[config.mk]
export PLATFORM = sky130hd
export DESIGN_NAME = nbiot_sc_mapper_flat
export DESIGN_NICKNAME = d
export VERILOG_FILES = /design/src/rtl/nbiot_sc_mapper_if.sv /design/src/rtl/nbiot_sc_mapper.sv /design/src/flat_wrapper.sv
export SDC_FILE = /design/constraint.sdc
export NUM_CORES = 1
export LEC_CHECK = 0
export ABC_AREA = 1
export BUFFER_PORTS_ARGS = -buffer_cell sky130_fd_sc_hd__buf_2
export CORE_MARGIN = 2
export CORE_UTILIZATION = 30
export CTS_CLUSTER_DIAMETER = 80
export CTS_CLUSTER_SIZE = 12
export DETAILED_ROUTE_END_ITERATION = 16
export PLACE_DENSITY = 0.43
export SETUP_SLACK_MARGIN = 0.2
export SLEW_MARGIN = 40
export SYNTH_ARGS = -nofsm -noshare
export SYNTH_HDL_FRONTEND = slang
export SYNTH_SLANG_ARGS = --single-unit
[constraint.sdc]
create_clock -name clk -period 11.87 [get_ports clk]
set_input_delay 1.7805 -clock clk [delete_from_list [all_inputs] [get_ports clk]]
set_output_delay 1.7805 -clock clk [all_outputs]
set_load 0.02 [all_outputs]
[src/rtl/nbiot_sc_mapper_if.sv]
// Stream bundle for the NB-IoT subcarrier mapper: symbol input stream and bin output stream.
// A transfer happens on a rising edge where valid and ready are both high. The source holds its
// payload stable while valid is high and ready is low, and never makes valid depend on ready.
interface nbiot_sc_mapper_if #(
  parameter int DW = 32
);
  logic          in_valid;
  logic          in_ready;
  logic [DW-1:0] in_re;
  logic [DW-1:0] in_im;
  logic          out_valid;
  logic          out_ready;
  logic [DW-1:0] out_re;
  logic [DW-1:0] out_im;
  logic [5:0]    out_idx;
  logic          out_last;

  modport master (
    output in_valid, in_re, in_im, out_ready,
    input  in_ready, out_valid, out_re, out_im, out_idx, out_last
  );

  modport slave (
    input  in_valid, in_re, in_im, out_ready,
    output in_ready, out_valid, out_re, out_im, out_idx, out_last
  );
endinterface

[src/rtl/nbiot_sc_mapper.sv]
// NB-IoT uplink subcarrier mapper: decodes ISC, buffers N modulated symbols, then emits all NSC
// bins of one SC-FDMA symbol in index order, zero-filling the unallocated tones.
module nbiot_sc_mapper #(
  parameter int DW  = 32,
  parameter int NSC = 12
) (
  input  logic               clk,
  input  logic               reset,
  input  logic [5:0]         isc,
  input  logic               isc_load,
  output logic               cfg_err,
  output logic [1:0]         dbg_state,
  nbiot_sc_mapper_if.slave   bus
);

  localparam int         AW       = (NSC > 1) ? $clog2(NSC) : 1;
  localparam logic [5:0] LAST_BIN = 6'(NSC - 1);

  typedef enum logic [1:0] {
    IDLE = 2'd0,
    FILL = 2'd1,
    EMIT = 2'd2
  } state_t;

  state_t         state, state_nxt;
  logic [5:0]     k0, k0_nxt;
  logic [5:0]     n_tones, n_nxt;
  logic [5:0]     cnt, cnt_nxt;
  logic [5:0]     bin, bin_nxt;
  logic           cfg_err_nxt;
  logic           wr_en;
  logic           dec_ok;
  logic [5:0]     dec_k0;
  logic [5:0]     dec_n;
  logic [5:0]     rd_off;
  logic           in_alloc;
  logic [2*DW-1:0] rd_data;
  logic [2*DW-1:0] mem [NSC];

  assign dbg_state = state;

  // ISC to (start tone, tone count); 3.75 kHz spacing only supports single-tone.
  always_comb begin
    dec_ok = 1'b0;
    dec_k0 = '0;
    dec_n  = '0;
    if (NSC == 48) begin
      if (isc < 6'd48) begin
        dec_ok = 1'b1;
        dec_k0 = isc;
        dec_n  = 6'd1;
      end
    end else if (isc <= 6'd11) begin
      dec_ok = 1'b1;
      dec_k0 = isc;
      dec_n  = 6'd1;
    end else begin
      case (isc)
        6'd12: begin dec_ok = 1'b1; dec_k0 = 6'd0; dec_n = 6'd3;  end
        6'd13: begin dec_ok = 1'b1; dec_k0 = 6'd3; dec_n = 6'd3;  end
        6'd14: begin dec_ok = 1'b1; dec_k0 = 6'd6; dec_n = 6'd3;  end
        6'd15: begin dec_ok = 1'b1; dec_k0 = 6'd9; dec_n = 6'd3;  end
        6'd16: begin dec_ok = 1'b1; dec_k0 = 6'd0; dec_n = 6'd6;  end
        6'd17: begin dec_ok = 1'b1; dec_k0 = 6'd6; dec_n = 6'd6;  end
        6'd18: begin dec_ok = 1'b1; dec_k0 = 6'd0; dec_n = 6'd12; end
        default: dec_ok = 1'b0;
      endcase
    end
  end

  always_comb begin
    state_nxt   = state;
    k0_nxt      = k0;
    n_nxt       = n_tones;
    cnt_nxt     = cnt;
    bin_nxt     = bin;
    cfg_err_nxt = 1'b0;
    wr_en       = 1'b0;
    case (state)
      IDLE: begin
        if (isc_load) begin
          if (dec_ok) begin
            k0_nxt    = dec_k0;
            n_nxt     = dec_n;
            cnt_nxt   = '0;
            state_nxt = FILL;
          end else begin
            cfg_err_nxt = 1'b1;
          end
        end
      end
      FILL: begin
        if (bus.in_valid && bus.in_ready) begin
          wr_en   = 1'b1;
          cnt_nxt = cnt + 6'd1;
          if (cnt_nxt == n_tones) begin
            state_nxt = EMIT;
            bin_nxt   = '0;
          end
        end
      end
      EMIT: begin
        if (bus.out_valid && bus.out_ready) begin
          if (bin == LAST_BIN) begin
            state_nxt = IDLE;
            bin_nxt   = '0;
          end else begin
            bin_nxt = bin + 6'd1;
          end
        end
      end
      default: state_nxt = IDLE;
    endcase
  end

  // Output bin is looked up for the next cycle so every output field is a flop. The bypass
  // covers N=1 at k0=0, where bin 0 is needed on the same edge that writes the only sample.
  always_comb begin
    rd_off   = bin_nxt - k0;
    in_alloc = (state_nxt == EMIT) && (bin_nxt >= k0) && (bin_nxt < (k0 + n_tones));
    rd_data  = '0;
    if (in_alloc) begin
      if (wr_en && (rd_off == cnt)) rd_data = {bus.in_re, bus.in_im};
      else                          rd_data = mem[rd_off[AW-1:0]];
    end
  end

  always_ff @(posedge clk) begin
    if (reset) begin
      state         <= IDLE;
      k0            <= '0;
      n_tones       <= '0;
      cnt           <= '0;
      bin           <= '0;
      cfg_err       <= 1'b0;
      bus.in_ready  <= 1'b0;
      bus.out_valid <= 1'b0;
      bus.out_re    <= '0;
      bus.out_im    <= '0;
      bus.out_idx   <= '0;
      bus.out_last  <= 1'b0;
    end else begin
      state         <= state_nxt;
      k0            <= k0_nxt;
      n_tones       <= n_nxt;
      cnt           <= cnt_nxt;
      bin           <= bin_nxt;
      cfg_err       <= cfg_err_nxt;
      bus.in_ready  <= (state_nxt == FILL);
      bus.out_valid <= (state_nxt == EMIT);
      bus.out_re    <= rd_data[2*DW-1:DW];
      bus.out_im    <= rd_data[DW-1:0];
      bus.out_idx   <= bin_nxt;
      bus.out_last  <= (state_nxt == EMIT) && (bin_nxt == LAST_BIN);
    end
  end

  always_ff @(posedge clk) begin
    if (wr_en) mem[cnt[AW-1:0]] <= {bus.in_re, bus.in_im};
  end

endmodule

[src/flat_wrapper.sv]
// flat-port wrapper written by rule: the top's interface ports become plain ports
module nbiot_sc_mapper_flat 
#(
  parameter int DW  = 32,
  parameter int NSC = 12
)
  (clk, reset, isc, isc_load, cfg_err, dbg_state, bus_in_valid, bus_in_re, bus_in_im, bus_out_ready, bus_in_ready, bus_out_valid, bus_out_re, bus_out_im, bus_out_idx, bus_out_last);
  nbiot_sc_mapper_if #(.DW(DW)) bus_i ();
  input  logic clk;
  input  logic reset;
  input  logic [5:0] isc;
  input  logic isc_load;
  output logic cfg_err;
  output logic [1:0] dbg_state;
  input wire logic [$bits(bus_i.in_valid)-1:0] bus_in_valid;
  input wire logic [$bits(bus_i.in_re)-1:0] bus_in_re;
  input wire logic [$bits(bus_i.in_im)-1:0] bus_in_im;
  input wire logic [$bits(bus_i.out_ready)-1:0] bus_out_ready;
  output wire logic [$bits(bus_i.in_ready)-1:0] bus_in_ready;
  output wire logic [$bits(bus_i.out_valid)-1:0] bus_out_valid;
  output wire logic [$bits(bus_i.out_re)-1:0] bus_out_re;
  output wire logic [$bits(bus_i.out_im)-1:0] bus_out_im;
  output wire logic [$bits(bus_i.out_idx)-1:0] bus_out_idx;
  output wire logic [$bits(bus_i.out_last)-1:0] bus_out_last;
  assign bus_i.in_valid = bus_in_valid;
  assign bus_i.in_re = bus_in_re;
  assign bus_i.in_im = bus_in_im;
  assign bus_i.out_ready = bus_out_ready;
  assign bus_in_ready = bus_i.in_ready;
  assign bus_out_valid = bus_i.out_valid;
  assign bus_out_re = bus_i.out_re;
  assign bus_out_im = bus_i.out_im;
  assign bus_out_idx = bus_i.out_idx;
  assign bus_out_last = bus_i.out_last;
  nbiot_sc_mapper #(.DW(DW), .NSC(NSC)) u_core (.clk(clk), .reset(reset), .isc(isc), .isc_load(isc_load), .cfg_err(cfg_err), .dbg_state(dbg_state), .bus(bus_i));
endmodule
==> results list <==
* Layout cell share with drive strength beyond 1: 0.132
- Worst setup slack after layout: 5560 ps
* Leak pwr: 0.0135 µW
* Buffer count from post-CTS setup fixing: 0
- In the routed design, unresolved DRC markers number 0.
- Adder and majority gate portion of the synthesized area: 0.00975
- Setup repair after global routing left no endpoint under its margin.
- The detailed router finished its first iteration with 1666 violations.
* Global Route Usage Sum: 0.168
- Launch point of the critical path: bus_in_valid
- Die area: 119000 µm²
- In the routed layout, each cell is associated on average with a via count of 4.99.
- Clock skew after layout: 22.8 ps
- Final cell count without fillers: 4507
- The multi-input combinational cells in the finished layout cover a total of 8880 µm².
- Max_slew headroom: 0.467
- At the worst endpoint, the required time is 12370 ps.
* Core region area: 116000 µm²
- After synthesis, the netlist uses 44 different library cells.
- Vias in the first global route: 23200
* Setup slack at placement: 4980 ps
- For the final routed database, the setup TNS stands at 0 ps.
* Transition time of the tightest slew-check pin: 795 ps
- The first global-routing pass estimated 151000 µm of wire.
* Sort of element at the end of the critical path: register
* DP Wirelength: 51800 µm
* Combinational family with the most area after synthesis: simple AND/OR/NAND/NOR gates
- Static timing analysis puts the maximum clock frequency at 0.158 GHz.
- Once detail routing completed, the nets flagged for antenna violations numbered 0.
- Die H: 345 µm
- Clock Latency Late Sink: 650 ps
- TritonCTS built the clock tree.
* Overall power after layout: 6590 µW
- For this configuration, the core starts out at a cell density of 0.302.
- Counting every instance in the synthesized netlist gives 2820.
- Overall routed net length: 102000 µm
- From synthesis to final layout, the design area changed by 14.2%.
- In this run the cell area of the synthesized design comes to 34900 µm².
- Worst vdd ir: 92.5 µV
* Mux share of post-synthesis cell area: 0
- Seq cells post-synth: 860
- In this run the core area contains 125 standard-cell rows.
- The number of failing hold endpoints at the final stage is 0.
- Clock transition at the register clock pins on the worst setup and hold paths after CTS: 60 ps
* Initial DRT Pass Iterations: 5
- Global placement routability congestion: 0.758
* Port buffer count: 150
- The tree built by TritonCTS fans out to 860 sinks.
- Power density over the cells: 165 nW/µm²
- Proportion of synthesized chip area in sequential cells: 0.714
* Hold_sp: u_core.k0[5]$_SDFFE_PP0P_
* Filler cell count in the final layout: 11300
- Registers take 24900 µm².
- Resized cells post-CTS: 0
* Clock period minus final worst setup slack: 6310 ps
- Fin. max-slew vios: 0
* Routed length per placed instance: 22.6 µm
- Dividing the synthesized area by the synthesized cell count gives 12.4 µm².
* Largest driver fanout on the critical path: 37
- Of the total synthesized cell area, the portion taken by XOR and XNOR cells is 0.00376.
- The Yosys step of the flow raised 0 warnings.
* H-tree levels: 3
* Crit path launch type: input port
- The flow ran to the end, and the final reports show no timing, DRC or antenna violations.
- CTS Root Cell: sky130_fd_sc_hd__clkbuf_16
- The number of antenna violations at the first check in global routing is 3.
- Vias: 22500
- Synthesized netlist net count: 2921
- Buffers inserted during clock tree synthesis total 83.
* Basic-gate share of the synthesized area counting and, or, nand and nor cells: 0.127
* Final Cycle Share: 0.532
* Total I/O pin count: 151
- The compound-cell area share of the yosys netlist was 0.108.
- The startpoint identified for the worst register-to-register timing path is u_core.cnt[0]$_SDFFE_PP0P_.
- Maximum number of pins on one net before global-route repair: 130
* Setup violators final: 0
* Number of buffers added to fix hold violations after cts: 0
- Data arrives at the worst endpoint at 6820 ps.
- Number of buffers on the longest clock path: 3
* Horizontal die dimension: 345 µm
- After global routing the overflow that remains totals 0.
- Cell total after placement: 4354
- Path class of the lowest-slack min-delay path: register to register
- Number of nets in the finished design: 3017
- Classification of the worst setup path: input port to register
- Max-cap violations in this run came to 0.
[Yosys cell counts (all sizes together)]
library cell  number  area (µm²)
a211oi            12        90.1
o221ai           129        1130
ha                24         300
nor3b              1        7.51
o21a               2        15.0
edfxtp           768       23100
xor2              12         105
or2                3        18.8
nand3b             2        15.0
dfxtp             92        1840
nand2            332        1290
o22ai             64         400
nor2             481        2290
buf               43         307
o21ai            398        2000
a31oi              6        37.5
nor3              19        95.1
fa                 2        40.0
xnor2              3        26.3
a21oi             15        75.1
a311oi             1        8.76
a21boi             2        15.0
nand3            138         696
clkbuf           143         537
a221oi             1        8.76
inv              124         465
nand4              3        25.0
[critical path, cell delays in order]
cell	delay, ps
sky130_fd_sc_hd__buf_2	80
sky130_fd_sc_hd__nand2_1	40
sky130_fd_sc_hd__inv_1	70
sky130_fd_sc_hd__nand3_1	80
sky130_fd_sc_hd__nor2_2	80
sky130_fd_sc_hd__nand2_1	60
sky130_fd_sc_hd__nor2_2	80
sky130_fd_sc_hd__nand3_2	100
sky130_fd_sc_hd__nand2_1	90
sky130_fd_sc_hd__nand2_1	130
sky130_fd_sc_hd__a21oi_1	240
sky130_fd_sc_hd__inv_1	130
sky130_fd_sc_hd__ha_1	290
sky130_fd_sc_hd__nand2_1	80
sky130_fd_sc_hd__o21ai_0	90
sky130_fd_sc_hd__or2_1	250
sky130_fd_sc_hd__nand2_4	440
sky130_fd_sc_hd__buf_4	670
sky130_fd_sc_hd__clkinv_2	810
sky130_fd_sc_hd__buf_4	580
sky130_fd_sc_hd__nand2_1	180
sky130_fd_sc_hd__nand2_1	80
sky130_fd_sc_hd__nand2_1	60
sky130_fd_sc_hd__nand2_1	60
sky130_fd_sc_hd__inv_1	90
sky130_fd_sc_hd__nor2_4	40
[metrics by stage]
stage / hold WS, ps / instance area (µm²) / util
after floorplan: 461 / 34900 / -
after global placement: 502 / 37200 / 0.321
after detailed placement: 504 / 37400 / 0.323
after CTS: 513 / 39800 / 0.344
after global routing: 545 / 39900 / 0.344
final: 509 / 39900 / 0.344
[layout by cell type (no fill, tap or decap), drive strengths merged]
| cell type | synthesis | layout |
|---|---|---|
| a211oi | 12 | 12 |
| buf | 43 | 197 |
| nand4 | 3 | 3 |
| a21boi | 2 | 2 |
| nor3 | 19 | 19 |
| dfxtp | 92 | 92 |
| xor2 | 12 | 12 |
| ha | 24 | 24 |
| clkbuf | 143 | 143 |
| fa | 2 | 2 |
| diode | 0 | 1 |
| a31oi | 6 | 6 |
| or2 | 3 | 3 |
| edfxtp | 768 | 768 |
| a21oi | 15 | 15 |
| nand2 | 332 | 332 |
| o21ai | 398 | 398 |
| nand3 | 138 | 138 |
| nor3b | 1 | 1 |
| o221ai | 129 | 129 |
| clkinvlp | 0 | 1 |
| xnor2 | 3 | 3 |
| nand3b | 2 | 2 |
| a221oi | 1 | 1 |
| a311oi | 1 | 1 |
| nor2 | 481 | 481 |
| o22ai | 64 | 64 |
| o21a | 2 | 2 |
| inv | 124 | 129 |
| clkinv | 0 | 2 |
[final cells by class]
type	count	area share
clock buffers	143	0.0588
diodes	1	0.0000628
multi-input cells	1650	0.223
repair buffers	197	0.0317
flip-flops and latches	860	0.625
clock inverters	8	0.00235
well taps	1524	0.0478
inverters	124	0.0120
[logic make-up after synthesis]
logic type               after synthesis
AND/OR/NAND/NOR                      979
flip-flops                           860
AO/OA/AOI/OAI                        630
buffers and inverters                310
XOR/XNOR                              15
adder cells (fa/ha/maj)               26
[final timing paths]
path / end / slack [ps] / depth (start not counted)
max: u_core.bus.out_re[0]$_SDFF_PP0_ / 5560 / 26
min: u_core.k0[5]$_SDFFE_PP0P_ / 510 / 2
max reg2reg: u_core.bus.out_re[0]$_SDFF_PP0_ / 5730 / 27
min reg2reg: u_core.k0[5]$_SDFFE_PP0P_ / 510 / 2
[sequential cells by signal, summed over array words and instances, names as in the netlist, 2 cells and up]
| signal | flops |
|---|---|
| u_core.bus.out_idx | 6 |
| u_core.bus.out_im | 32 |
| u_core.bus.out_re | 32 |
| u_core.cnt | 6 |
| u_core.dbg_state | 2 |
| u_core.k0 | 6 |
| u_core.mem | 768 |
| u_core.n_tones | 4 |
[power by group]
| group | total (µW) | switching (µW) | internal [µW] |
|---|---|---|---|
| registers | 3300 | 4.69 | 3300 |
| logic | 809 | 597 | 212 |
| clock network | 2480 | 1140 | 1350 |
| total | 6590 | 1740 | 4860 |
[routing by layer]
| metal | wire length [µm] | up-vias | GRT usage | part of all wire |
|---|---|---|---|---|
| met5 | 30 | - | 0 | 0.00029 |
| met4 | 2240 | 4 | 0.0480 | 0.022 |
| met3 | 4810 | 147 | 0.0275 | 0.047 |
| met2 | 50300 | 535 | 0.290 | 0.49 |
| met1 | 44500 | 11400 | 0.217 | 0.44 |
| li1 | - | 10400 | - | - |
Note: power is estimated with default switching activity, not from simulation.
